<file path="src/rtl/gs_loader_defs.sv">
// rtl/gs_loader_defs.sv - shared constants for the GS ROM loader
// FSM state encodings, header length, default pacing values and the
// saturating byte counter helper used by gs_rom_loader.
package gs_loader_defs;

  localparam logic [2:0] ST_IDLE  = 3'd0;
  localparam logic [2:0] ST_HDR   = 3'd1;
  localparam logic [2:0] ST_DATA  = 3'd2;
  localparam logic [2:0] ST_WRITE = 3'd3;
  localparam logic [2:0] ST_GAP   = 3'd4;
  localparam logic [2:0] ST_TAIL  = 3'd5;

  localparam int ADDR_BYTES      = 4;
  localparam int DEF_WR_GAP      = 4;
  localparam int DEF_TAIL_CYCLES = 16;

  // hdr_cnt value while the final address byte is being taken
  localparam logic [1:0] HDR_LAST = 2'(ADDR_BYTES - 1);

  function automatic logic [23:0] sat_inc24(input logic [23:0] v);
    return (v == 24'hFF_FFFF) ? v : v + 24'd1;
  endfunction

endpackage

</file>
<file path="src/rtl/gs_loader_pacer.sv">
// rtl/gs_loader_pacer.sv - loadable down-counter timing the GAP and TAIL phases
// Ports:
//   clk_sys, reset_n : clock, asynchronous active-low reset
//   load, load_val   : restart the countdown at load_val
//   done             : high during the last cycle of the countdown
module gs_loader_pacer (
  input  logic       clk_sys,
  input  logic       reset_n,
  input  logic       load,
  input  logic [7:0] load_val,
  output logic       done
);

  logic [7:0] cnt;

  always_ff @(posedge clk_sys or negedge reset_n) begin
    if (!reset_n) begin
      cnt <= 8'd0;
    end else if (load) begin
      cnt <= load_val;
    end else if (cnt != 8'd0) begin
      cnt <= cnt - 8'd1;
    end
  end

  // A phase loaded with N lasts N cycles: done is raised while the count reads 1.
  assign done = (cnt <= 8'd1);

endmodule

</file>
<file path="src/rtl/gs_rom_loader.sv">
// rtl/gs_rom_loader.sv - framed byte stream to paced GS loader write strobes
// Ports:
//   clk_sys, reset_n           : clock, asynchronous active-low reset
//   in_start, in_end           : one-cycle frame delimiters
//   in_data, in_valid, in_ready: byte stream handshake
//   loader_act/a/d/wr          : loader bus towards the GS wrapper
//   busy, err, byte_cnt        : status (not IDLE, sticky short header, bytes written)
module gs_rom_loader
  import gs_loader_defs::*;
#(
  parameter int WR_GAP      = DEF_WR_GAP,
  parameter int TAIL_CYCLES = DEF_TAIL_CYCLES
) (
  input  logic        clk_sys,
  input  logic        reset_n,
  input  logic        in_start,
  input  logic        in_end,
  input  logic [7:0]  in_data,
  input  logic        in_valid,
  output logic        in_ready,
  output logic        loader_act,
  output logic [31:0] loader_a,
  output logic [7:0]  loader_d,
  output logic        loader_wr,
  output logic        busy,
  output logic        err,
  output logic [23:0] byte_cnt
);

  logic [2:0] state;
  logic [2:0] state_nx;
  logic [1:0] hdr_cnt;
  logic       end_pend;
  logic       pace_load;
  logic [7:0] pace_val;
  logic       pace_done;

  gs_loader_pacer u_pacer (
    .clk_sys  (clk_sys),
    .reset_n  (reset_n),
    .load     (pace_load),
    .load_val (pace_val),
    .done     (pace_done)
  );

  // All strobes decode straight from the state register so an asynchronous
  // reset removes them in the same cycle.
  assign busy       = (state != ST_IDLE);
  assign loader_act = busy;
  assign loader_wr  = (state == ST_WRITE);
  assign in_ready   = (state == ST_HDR) || (state == ST_DATA);

  always_comb begin
    state_nx = state;
    case (state)
      ST_IDLE: state_nx = ST_IDLE;
      ST_HDR: begin
        if (in_end)                               state_nx = ST_IDLE;
        else if (in_valid && hdr_cnt == HDR_LAST) state_nx = ST_DATA;
      end
      ST_DATA: begin
        if (in_valid)    state_nx = ST_WRITE;
        else if (in_end) state_nx = ST_TAIL;
      end
      ST_WRITE: begin
        if (WR_GAP != 0)              state_nx = ST_GAP;
        else if (end_pend || in_end)  state_nx = ST_TAIL;
        else                          state_nx = ST_DATA;
      end
      ST_GAP: begin
        if (pace_done) state_nx = (end_pend || in_end) ? ST_TAIL : ST_DATA;
      end
      ST_TAIL: begin
        if (pace_done) state_nx = ST_IDLE;
      end
      default: state_nx = ST_IDLE;
    endcase
    // A new frame overrides everything, including a simultaneous in_end.
    if (in_start) state_nx = ST_HDR;
  end

  // The pacer is (re)loaded on entry to GAP or TAIL only.
  always_comb begin
    pace_load = ((state_nx == ST_GAP)  && (state != ST_GAP)) ||
                ((state_nx == ST_TAIL) && (state != ST_TAIL));
    pace_val  = (state_nx == ST_TAIL) ? 8'(TAIL_CYCLES) : 8'(WR_GAP);
  end

  always_ff @(posedge clk_sys or negedge reset_n) begin
    if (!reset_n) begin
      state    <= ST_IDLE;
      hdr_cnt  <= 2'd0;
      end_pend <= 1'b0;
      loader_a <= 32'd0;
      loader_d <= 8'd0;
      err      <= 1'b0;
      byte_cnt <= 24'd0;
    end else begin
      state <= state_nx;
      if (in_start) begin
        hdr_cnt  <= 2'd0;
        byte_cnt <= 24'd0;
        err      <= 1'b0;
        end_pend <= 1'b0;
      end else begin
        case (state)
          ST_HDR: begin
            if (in_end) begin
              err <= 1'b1;
            end else if (in_valid) begin
              loader_a <= {loader_a[23:0], in_data};
              hdr_cnt  <= hdr_cnt + 2'd1;
            end
          end
          ST_DATA: begin
            if (in_valid) begin
              loader_d <= in_data;
              end_pend <= in_end;
            end
          end
          ST_WRITE: begin
            loader_a <= loader_a + 32'd1;
            byte_cnt <= sat_inc24(byte_cnt);
            end_pend <= end_pend | in_end;
          end
          ST_GAP: end_pend <= end_pend | in_end;
          default: ;
        endcase
      end
    end
  end

endmodule

</file>
<file path="config.mk">
export PLATFORM = sky130hd
export DESIGN_NAME = gs_rom_loader
export DESIGN_NICKNAME = d
export VERILOG_FILES = /design/src/rtl/gs_loader_defs.sv /design/src/rtl/gs_loader_pacer.sv /design/src/rtl/gs_rom_loader.sv
export SDC_FILE = /design/constraint.sdc
export NUM_CORES = 1
export LEC_CHECK = 0
export ABC_AREA = 1
export CORE_MARGIN = 8
export CORE_UTILIZATION = 45
export DETAILED_ROUTE_END_ITERATION = 16
export PLACE_DENSITY_LB_ADDON = 0.12
export SYNTH_ARGS = -nofsm -noshare
export SYNTH_HDL_FRONTEND = slang
export SYNTH_HIERARCHICAL = 1
export SYNTH_SLANG_ARGS = --single-unit
</file>
<file path="constraint.sdc">
create_clock -name clk_sys -period 2.6 [get_ports clk_sys]
set_input_delay 0.39 -clock clk_sys [delete_from_list [all_inputs] [get_ports clk_sys]]
set_output_delay 0.39 -clock clk_sys [all_outputs]
set_load 0.1 [all_outputs]
</file>
# --- After elaboration in Yosys (flattened, before gate mapping) ---
# Cells that the tools add are included.
word_totals:
  register_bits: 79
  input_bits: 13
op_classes:
  bitwise_logic: 2
  n_mux: 28
  order_cmp: 1
  addsub: 4
  reduce_logical: 22
  eq_ne: 16
ops:
  columns: ["operator", "count"]
  rows:
  - ["24-bit 2-to-1 mux", 3]
  - ["32-bit 2-to-1 mux", 2]
  - ["32-bit one-hot mux with 2 select lines", 1]
  - ["32-bit by 1-bit adder with 32-bit output, second input constant", 1]
  - ["24-bit by 1-bit adder with 24-bit output, second input constant", 1]
  - ["24-bit equality test, second input constant", 1]
  - ["3-bit 2-to-1 mux", 8]
  - ["8-bit 2-to-1 mux", 2]
  - ["3-bit one-hot mux with 5 select lines", 1]
  - ["3-bit equality test, second input constant", 4]
  - ["2-bit nonzero test", 6]
  - ["3-bit != test, second input constant", 3]
  - ["8-bit by 1-bit less-or-equal comparator with 1-bit output, second input constant", 1]
  - ["2-bit 2-to-1 mux", 4]
  - ["2-bit != test, second input constant", 4]
  - ["8-bit nonzero test", 1]
  - ["8-bit by 1-bit subtractor with 8-bit output, second input constant", 1]
  - ["3-bit by 2-bit equality test with 1-bit output, second input constant", 2]
  - ["2-bit AND reduction", 3]
  - ["3-bit AND reduction", 2]
  - ["3-bit nonzero test", 2]
  - ["1-bit 2-to-1 mux", 5]
  - ["5-bit 2-to-1 mux", 1]
  - ["4-bit AND reduction", 1]
  - ["9 further kinds", 13]

# --- Depth between registers and ports, before layout ---
# Gate-level depths: netlist of run 1.
depth:
  depth_word: 10
  ltp_mapped: 17

# --- By module ---
# Netlist of run 1, hierarchy kept.
by_module_without_submodules:
  columns: ["module", "area_per_inst_um2", "n_inst", "cells_per_inst", "seq_area_each_um2"]
  rows:
  - ["gs_rom_loader", 4944.7, 1, 757, 1776.7]
  - ["gs_loader_pacer", 561.8, 1, 83, 200.2]

# --- Worst setup path after synthesis of run 1 ---
# Ideal clock, no wire load.
synth_path:
  kind: "register to output"
  startpoint: "register state[2]"
  endpoint: "output in_ready"
  stages_incl_launch_ff: 4
  arrival_ns: 2.654
  required_ns: 2.210
  slack_ns: -0.444
  cell_sequence: "dfrtp_1 > inv_1 > nand2_1 > o21ai_0"
synth_via:
  elab_chain_len: 2
synth_rtl:
  columns: ["item", "line", "rtl"]
  rows:
  - ["start: declaration", "gs_rom_loader.sv:30", "logic [2:0] state;"]
  - ["start signal: assignment", "gs_rom_loader.sv:99", "state <= state_nx;"]
  - ["3-bit by 1-bit equality test with 1-bit output or 3-bit by 2-bit equality test with 1-bit output (tied branches)", "gs_rom_loader.sv:51", "assign in_ready = (state == ST_HDR) || (state == ST_DATA);"]
  - ["1-bit logical OR (*)", "gs_rom_loader.sv:51", null]
  - ["end: declaration", "gs_rom_loader.sv:20", "output logic in_ready,"]
# Every way passes the cells marked *; elsewhere a longest branch is shown, timed or not.

# --- Worst setup path in the final report of run 1 ---
layout_path:
  startpoint: "register u_pacer.cnt[0]"
  endpoint: "register u_pacer.cnt[7]"
layout_via:
  elab_chain_len: 8
layout_rtl:
  columns: ["item", "line", "rtl"]
  rows:
  - ["start: declaration", "gs_loader_pacer.sv:14", "logic [7:0] cnt;"]
  - ["start signal: assignment", "gs_loader_pacer.sv:20", "cnt <= load_val;"]
  - ["start signal: assignment", "gs_loader_pacer.sv:22", "cnt <= cnt - 8'd1;"]
  - ["8-bit by 1-bit less-or-equal comparator with 1-bit output (*)", "gs_loader_pacer.sv:27", "assign done = (cnt <= 8'd1);"]
  - ["named net pace_done", "gs_rom_loader.sv:36", "logic pace_done;"]
  - ["3-bit 2-to-1 mux (on tied branches)", "gs_rom_loader.sv:74, gs_rom_loader.sv:71", null]
  - ["3-bit one-hot mux with 5 select lines (*)", "gs_rom_loader.sv:55", "case (state)"]
  - ["3-bit 2-to-1 mux (*)", "gs_rom_loader.sv:79", "if (in_start) state_nx = ST_HDR;"]
  - ["named net state_nx[0]", "gs_rom_loader.sv:31", "logic [2:0] state_nx;"]
  - ["3-bit equality test (on tied branches)", "gs_rom_loader.sv:84, gs_rom_loader.sv:85", null]
  - ["1-bit logical AND (on tied branches)", "gs_rom_loader.sv:84, gs_rom_loader.sv:85", null]
  - ["1-bit logical OR (*)", "gs_rom_loader.sv:84", "pace_load = ((state_nx == ST_GAP) && (state != ST_GAP)) ||"]
  - ["named net pace_load", "gs_rom_loader.sv:34", "logic pace_load;"]
  - ["8-bit 2-to-1 mux or 2-bit nonzero test (tied branches)", null, null]
# Mark *: on every way through the listed nets, which the timed path passes. The rest lies on a longest branch. The select of a mux whose other input is x is not followed.
# A chain may end at the register's enable or synchronous reset.

==> run metrics, run 1 <==
leading area contributor after synthesis dfrtp_1; actual slew at the worst max-slew pin 0.679 ns; Clock Skews roughly 0.005 ns; Overall Global Routing Usage 0.200; final setup margin 0.240 ns; register area share after synthesis 0.359; Highest Signal Layer met4; endpoints failing hold 0; Final setup viols 0; Vias/cell 5.24; final worst path period share 0.908; routed length on met1 7560 um; Flop pwr share 0.339; filler cell count approximately 1200; multi-input logic area 0.00309 sq mm; DRC violations left 0; Placement Setup Slack roughly 0.11 ns; met2 WL 6940 um; Pint 2.69 mW; clk sink count 79; status complete, no violations; # IOs 82; max-cap viol count 0; Arr. time, crit path around 2.6 ns; Logic pwr share 0.416; Reg clk slew, reported paths 0.06 ns; # nets final 941; 1st-iter DRT viols 479; ANT cells 0; Remaining Overflow, GRT 0; Psw 2.48 mW; CTS tree yes; chip width between 100 and 150 um; CTS root buf clkbuf_16; starting density of the core 0.460; Worst setup SP type flip-flop; crit-path cells inv_1, ha_2, o21ai_2, nor2_2, or2_2, nand3_1, nand4_1, nand3_1, nand2_1, buf_4, nor3_4, nor2_1, nand2_1, inv_1; 1st-pass router iterations 5; worst hold slack 0.0227 ns; die height around 130 um; Overall Power 5.17 mW; routed vias 5621; flop and latch count out of synthesis 79; unrepaired setup endpoints after global routing no; Detailed Route WL 15700 um; cell count after synthesis 840; Clock Power Share 0.245; initial antenna violation count 0; post-synth top area share 0.359; layout cells sized above 1 0.154; Worst slew margin 0.547; Fmax about 0.42 GHz; mean cell area of the mapped netlist between 6 and 7 sq um; Ys Warns 6; H-tree levels 3; antenna-violating nets left 0; DR WL/cell roughly 15 um; commonest cells after routing, fill and taps aside nand2_1, nor2_1, nand3_1, inv_1, dfrtp_1; worst hold path type in2async; area grow syn2layout 19.7%; dpl hpwl 11500 um; Post-CTS Hold Buffers 0; Reg2Reg Setup Slack between 0.2 and 0.25 ns; number of global-route vias before repair 5276; Mapped Area 0.00551 sq mm; Core ar. roughly 0.012 sq mm; CTS Buf Count 9; Final Max Tran Viols 0; clk_lat worst skew 0.34 ns; Crit Path Category reg2reg; Critical Path Fanout Max 9; Crit. End Element flip-flop; clk buf depth 2; Crit-path slowest cell dfrtp_1; WL met3 1030 um; synth top area cells dfrtp_1, nand2_1, nand3_1; Total Neg Setup Slack 0 ns; PwrDens 784 mW/mm^2; row cnt 40; Net Sw Frac 0.480; first-pass GRT wire length between 20000 and 30000 um; worst vdd ir 0.612 mV; PortBufs 81; largest net degree at the start of global routing between 40 and 50; CP required 2.84 ns; FF+latch area 0.00198 sq mm; Final Critical Period 2.36 ns; critical path's largest stage delay 0.37 ns; die area ~0.016 sq mm; Util after Layout 0.551; P_leak 3.02 nW; count of cell types in the netlist 37; most common cell after layout, fill and taps aside nand2_1; Final GP Congestion 0.934
Yosys cell counts (all sizes together):
library cell,count
nand2,309
nor2,115
nand3,88
inv,82
dfrtp,79
o21ai,65
a21oi,27
buf,19
nand4,9
nand3b,8
o21bai,7
xor2,7
or2,6
clkbuf,5
ha,5
nor3,2
o22ai,2
a21o,1
conb,1
mux2,1
o211ai,1
xnor2,1
registers in the layout, indices dropped and copies added (netlist names):
| signal | flops |
|---|---|
| byte_cnt | 24 |
| end_pend | 1 |
| err | 1 |
| hdr_cnt | 2 |
| loader_a | 32 |
| loader_d | 8 |
| state | 3 |
| u_pacer/cnt | 8 |
path summary, 6_finish.rpt:
| path | start | to | cells after the start |
|---|---|---|---|
| setup / recovery | u_pacer/cnt[0]$_DFFE_PN0P_ | u_pacer/cnt[7]$_DFFE_PN0P_ | 14 |
| hold / removal | reset_n | u_pacer/cnt[4]$_DFFE_PN0P_ | 1 |
| setup reg to reg | u_pacer/cnt[0]$_DFFE_PN0P_ | u_pacer/cnt[7]$_DFFE_PN0P_ | 14 |
| hold reg to reg | loader_d[7]$_DFFE_PN0P_ | loader_d[7]$_DFFE_PN0P_ | 2 |
| max in group asynchronous | reset_n | byte_cnt[10]$_DFFE_PN0P_ | 2 |
| min in group clk_sys | loader_d[7]$_DFFE_PN0P_ | loader_d[7]$_DFFE_PN0P_ | 2 |
metrics by stage:
stage | instance area (sq um) | std cells
floorplan | 5530 | 845
global placement | 6290 | 1058
detailed placement | 6290 | 1058
CTS | 6580 | 1072
global route | 6590 | 1073
finish | 6590 | 1073
worst max-delay path, delay by kind of cell (launching register included):
family                     cells  cell delay [ns]
and+or+nand+nor                9             1.23
buffers and inverters          3             0.29
DFF                            1             0.37
adders and majority gates      1             0.22
AOI/OAI and AO/OA              1             0.15
layout make-up:
| cell class | count | share of cell area |
|---|---|---|
| clock buffer | 10 | 0.0362 |
| clock inverter | 4 | 0.00721 |
| inverter | 82 | 0.0467 |
| multi-input combinational | 660 | 0.469 |
| sequential | 79 | 0.300 |
| tap | 147 | 0.0279 |
| timing repair buffer | 91 | 0.113 |
repair_timing:
item,CTS,global route
setup endpoints to repair,0,8
resized for setup,0,4
setup buffers,0,1
logic make-up after synthesis:
kind of cell    synth area share
buf+inv                   0.0854
simple gates               0.414
other cells             0.000681
mux                      0.00204
flops                      0.359
xor+xnor                  0.0127
compound gates             0.115
fa+ha+maj                 0.0114
power groups by stage:
stage / logic, mW / registers (mW) / clock network, mW
finish: 2.15 / 1.75 / 1.27
global route: 2.30 / 1.78 / 1.35
CTS: 2.13 / 1.74 / 1.30
detailed placement: 2.12 / 1.76 / 0
global placement: 2.11 / 1.75 / 0
floorplan: 0.680 / 2.68 / 0
per-layer routing:
layer | track usage | vias up
met5 | 0 | -
met4 | 0.0665 | 0
met3 | 0.0411 | 17
met2 | 0.300 | 183
met1 | 0.280 | 2572
li1 | - | 2849
(Power assumes the default switching activity.)
==> run 2: changes to the inputs <==
--- a/config.mk
+++ b/config.mk
@@ -8,6 +8,7 @@
 export ABC_AREA = 1
 export CORE_MARGIN = 8
 export CORE_UTILIZATION = 45
+export CTS_CLUSTER_SIZE = 40
 export DETAILED_ROUTE_END_ITERATION = 16
 export PLACE_DENSITY_LB_ADDON = 0.12
 export SYNTH_ARGS = -nofsm -noshare
==> constraint.sdc (replaced) <==
create_clock -name clk_sys -period 2.8 [get_ports clk_sys]
set_input_delay 0.42 -clock clk_sys [delete_from_list [all_inputs] [get_ports clk_sys]]
set_output_delay 0.42 -clock clk_sys [all_outputs]
set_load 0.1 [all_outputs]
==> run metrics, run 2 (synthesis gave the netlist of run 1 again) <==
status complete, no violations; die height 127 um; Remaining Overflow, GRT 0; initial antenna violation count 0; Worst slew margin 0.318; PortBufs 81; Fmax around 0.39 GHz; CTS tree yes; Vias/cell 5.25; ANT cells 0; Total Neg Setup Slack 0 ns; dpl hpwl 11200 um; Reg clk slew, reported paths 0.06 ns; Overall Global Routing Usage 0.196; Placement Setup Slack 0.293 ns; RR Endpoint u_pacer/cnt[5]$_DFFE_PN0P_; H-tree levels 3; critical path's largest stage delay approximately 0.40 ns; final worst path period share 0.908; worst hold slack 0.249 ns; unrepaired setup endpoints after global routing no; endpoints failing hold 0; CP required 3.05 ns; Arr. time, crit path 2.79 ns; DR WL/cell 14.5 um; Crit-path slowest cell dfrtp_1; DRC violations left 0; most common cell after layout, fill and taps aside nand2_1; Final Critical Period 2.54 ns; P_leak 3.00 nW; FF-to-FF Start u_pacer/cnt[0]$_DFFE_PN0P_; Reg2Reg Setup Slack 0.26 ns; Core ar. 0.0120 sq mm; Final GP Congestion 0.939; clk_lat worst skew 0.35 ns; Net Sw Frac 0.477; 1st-pass router iterations 5; Clock Power Share 0.268; actual slew at the worst max-slew pin slightly above 1 ns; Logic pwr share 0.401; Detailed Route WL roughly 16000 um; row cnt 40; Largest register FFs 32; routed vias 5614; Placed Instances 1054; Pint 2.56 mW; Final setup viols 0; CTS Buf Count 9; Largest regs loader_a: 32 flops, byte_cnt: 24 flops; Psw between 2 and 2.5 mW; largest net degree at the start of global routing 80; # nets final 936; antenna-violating nets left 0; commonest cells after routing, fill and taps aside nand2_1, nor2_1, nand3_1, inv_1, dfrtp_1; Worst setup SP type flip-flop; 1st-iter DRT viols 472; die area roughly 0.016 sq mm; Crit Path Category reg2reg; Setup Buffers After CTS 0; worst hold path type in2async; WP buf/inv 3; Critical Path Fanout Max 7; clk buf depth 2; Clock Skews 0.00768 ns; Final Max Tran Viols 0; Overall Power around 5 mW; layout cells sized above 1 0.148; worst vdd ir 0.451 mV; clk sink count 79; Flop pwr share 0.332; post-CTS resize count 0; CTS root buf clkbuf_16; Largest Register loader_a; max-cap viol count 0; cell family with most CP delay simple AND/OR/NAND/NOR gates; area grow syn2layout 19.1%; crit-path cells inv_1, ha_1, o21ai_0, nor2_1, or2_2, nand3_1, nand4_1, nand3_1, nand2_1, buf_4, nor3_4, nor2_1, nand2_1, inv_1; r2r worst-path depth 14; first-pass GRT wire length 25900 um; # IOs 82; starting density of the core 0.460; Final Non-Filler Cells 1070; CP Depth 14; Crit. End Element flip-flop; chip width between 100 and 150 um; final setup margin 0.257 ns; Post-CTS Hold Buffers 0; PwrDens 746 mW/mm^2; number of global-route vias before repair 5161
## run 2: metrics by stage
step	cell area [sq um]	util
5_1_grt	6560	0.548
4_1_cts	6560	0.548
3_5_place_dp	6230	0.521
6_report	6560	0.548
3_3_place_gp	6230	0.521
2_1_floorplan	5530	-
## run 2: how the worst max path moves through the flow
stage	start	to	slack [ns]
floorplan	byte_cnt[0]$_DFFE_PN0P_	byte_cnt[18]$_DFFE_PN0P_	0.36
global route	u_pacer/cnt[0]$_DFFE_PN0P_	u_pacer/cnt[0]$_DFFE_PN0P_	0.03
global placement	u_pacer/cnt[0]$_DFFE_PN0P_	u_pacer/cnt[7]$_DFFE_PN0P_	0.38
finish	u_pacer/cnt[0]$_DFFE_PN0P_	u_pacer/cnt[5]$_DFFE_PN0P_	0.26
detailed placement	u_pacer/cnt[0]$_DFFE_PN0P_	u_pacer/cnt[5]$_DFFE_PN0P_	0.29
CTS	u_pacer/cnt[0]$_DFFE_PN0P_	u_pacer/cnt[5]$_DFFE_PN0P_	0.28
## run 2: cell type report
class / instances / area (sq um)
fill: 1182 / 5400
multi-input combinational: 660 / 3080
sequential: 79 / 1980
timing repair buffer: 86 / 686
inverter: 82 / 308
clock buffer: 9 / 225
tap: 147 / 184
clock inverter: 7 / 97.6
## run 2: power groups by stage
stage	clock [mW]	combinational [mW]	sequential, mW
3_3_place_gp	0	1.95	1.63
5_1_grt	1.37	2.10	1.65
4_1_cts	1.33	1.97	1.62
3_5_place_dp	0	1.97	1.63
6_report	1.31	1.96	1.62
2_1_floorplan	0	0.631	2.48
## run 2: layer usage
metal | global-route usage | part of all wire
met1 | 0.277 | 0.49
met2 | 0.292 | 0.44
met3 | 0.0373 | 0.058
met4 | 0.0708 | 0.015
met5 | 0 | 0
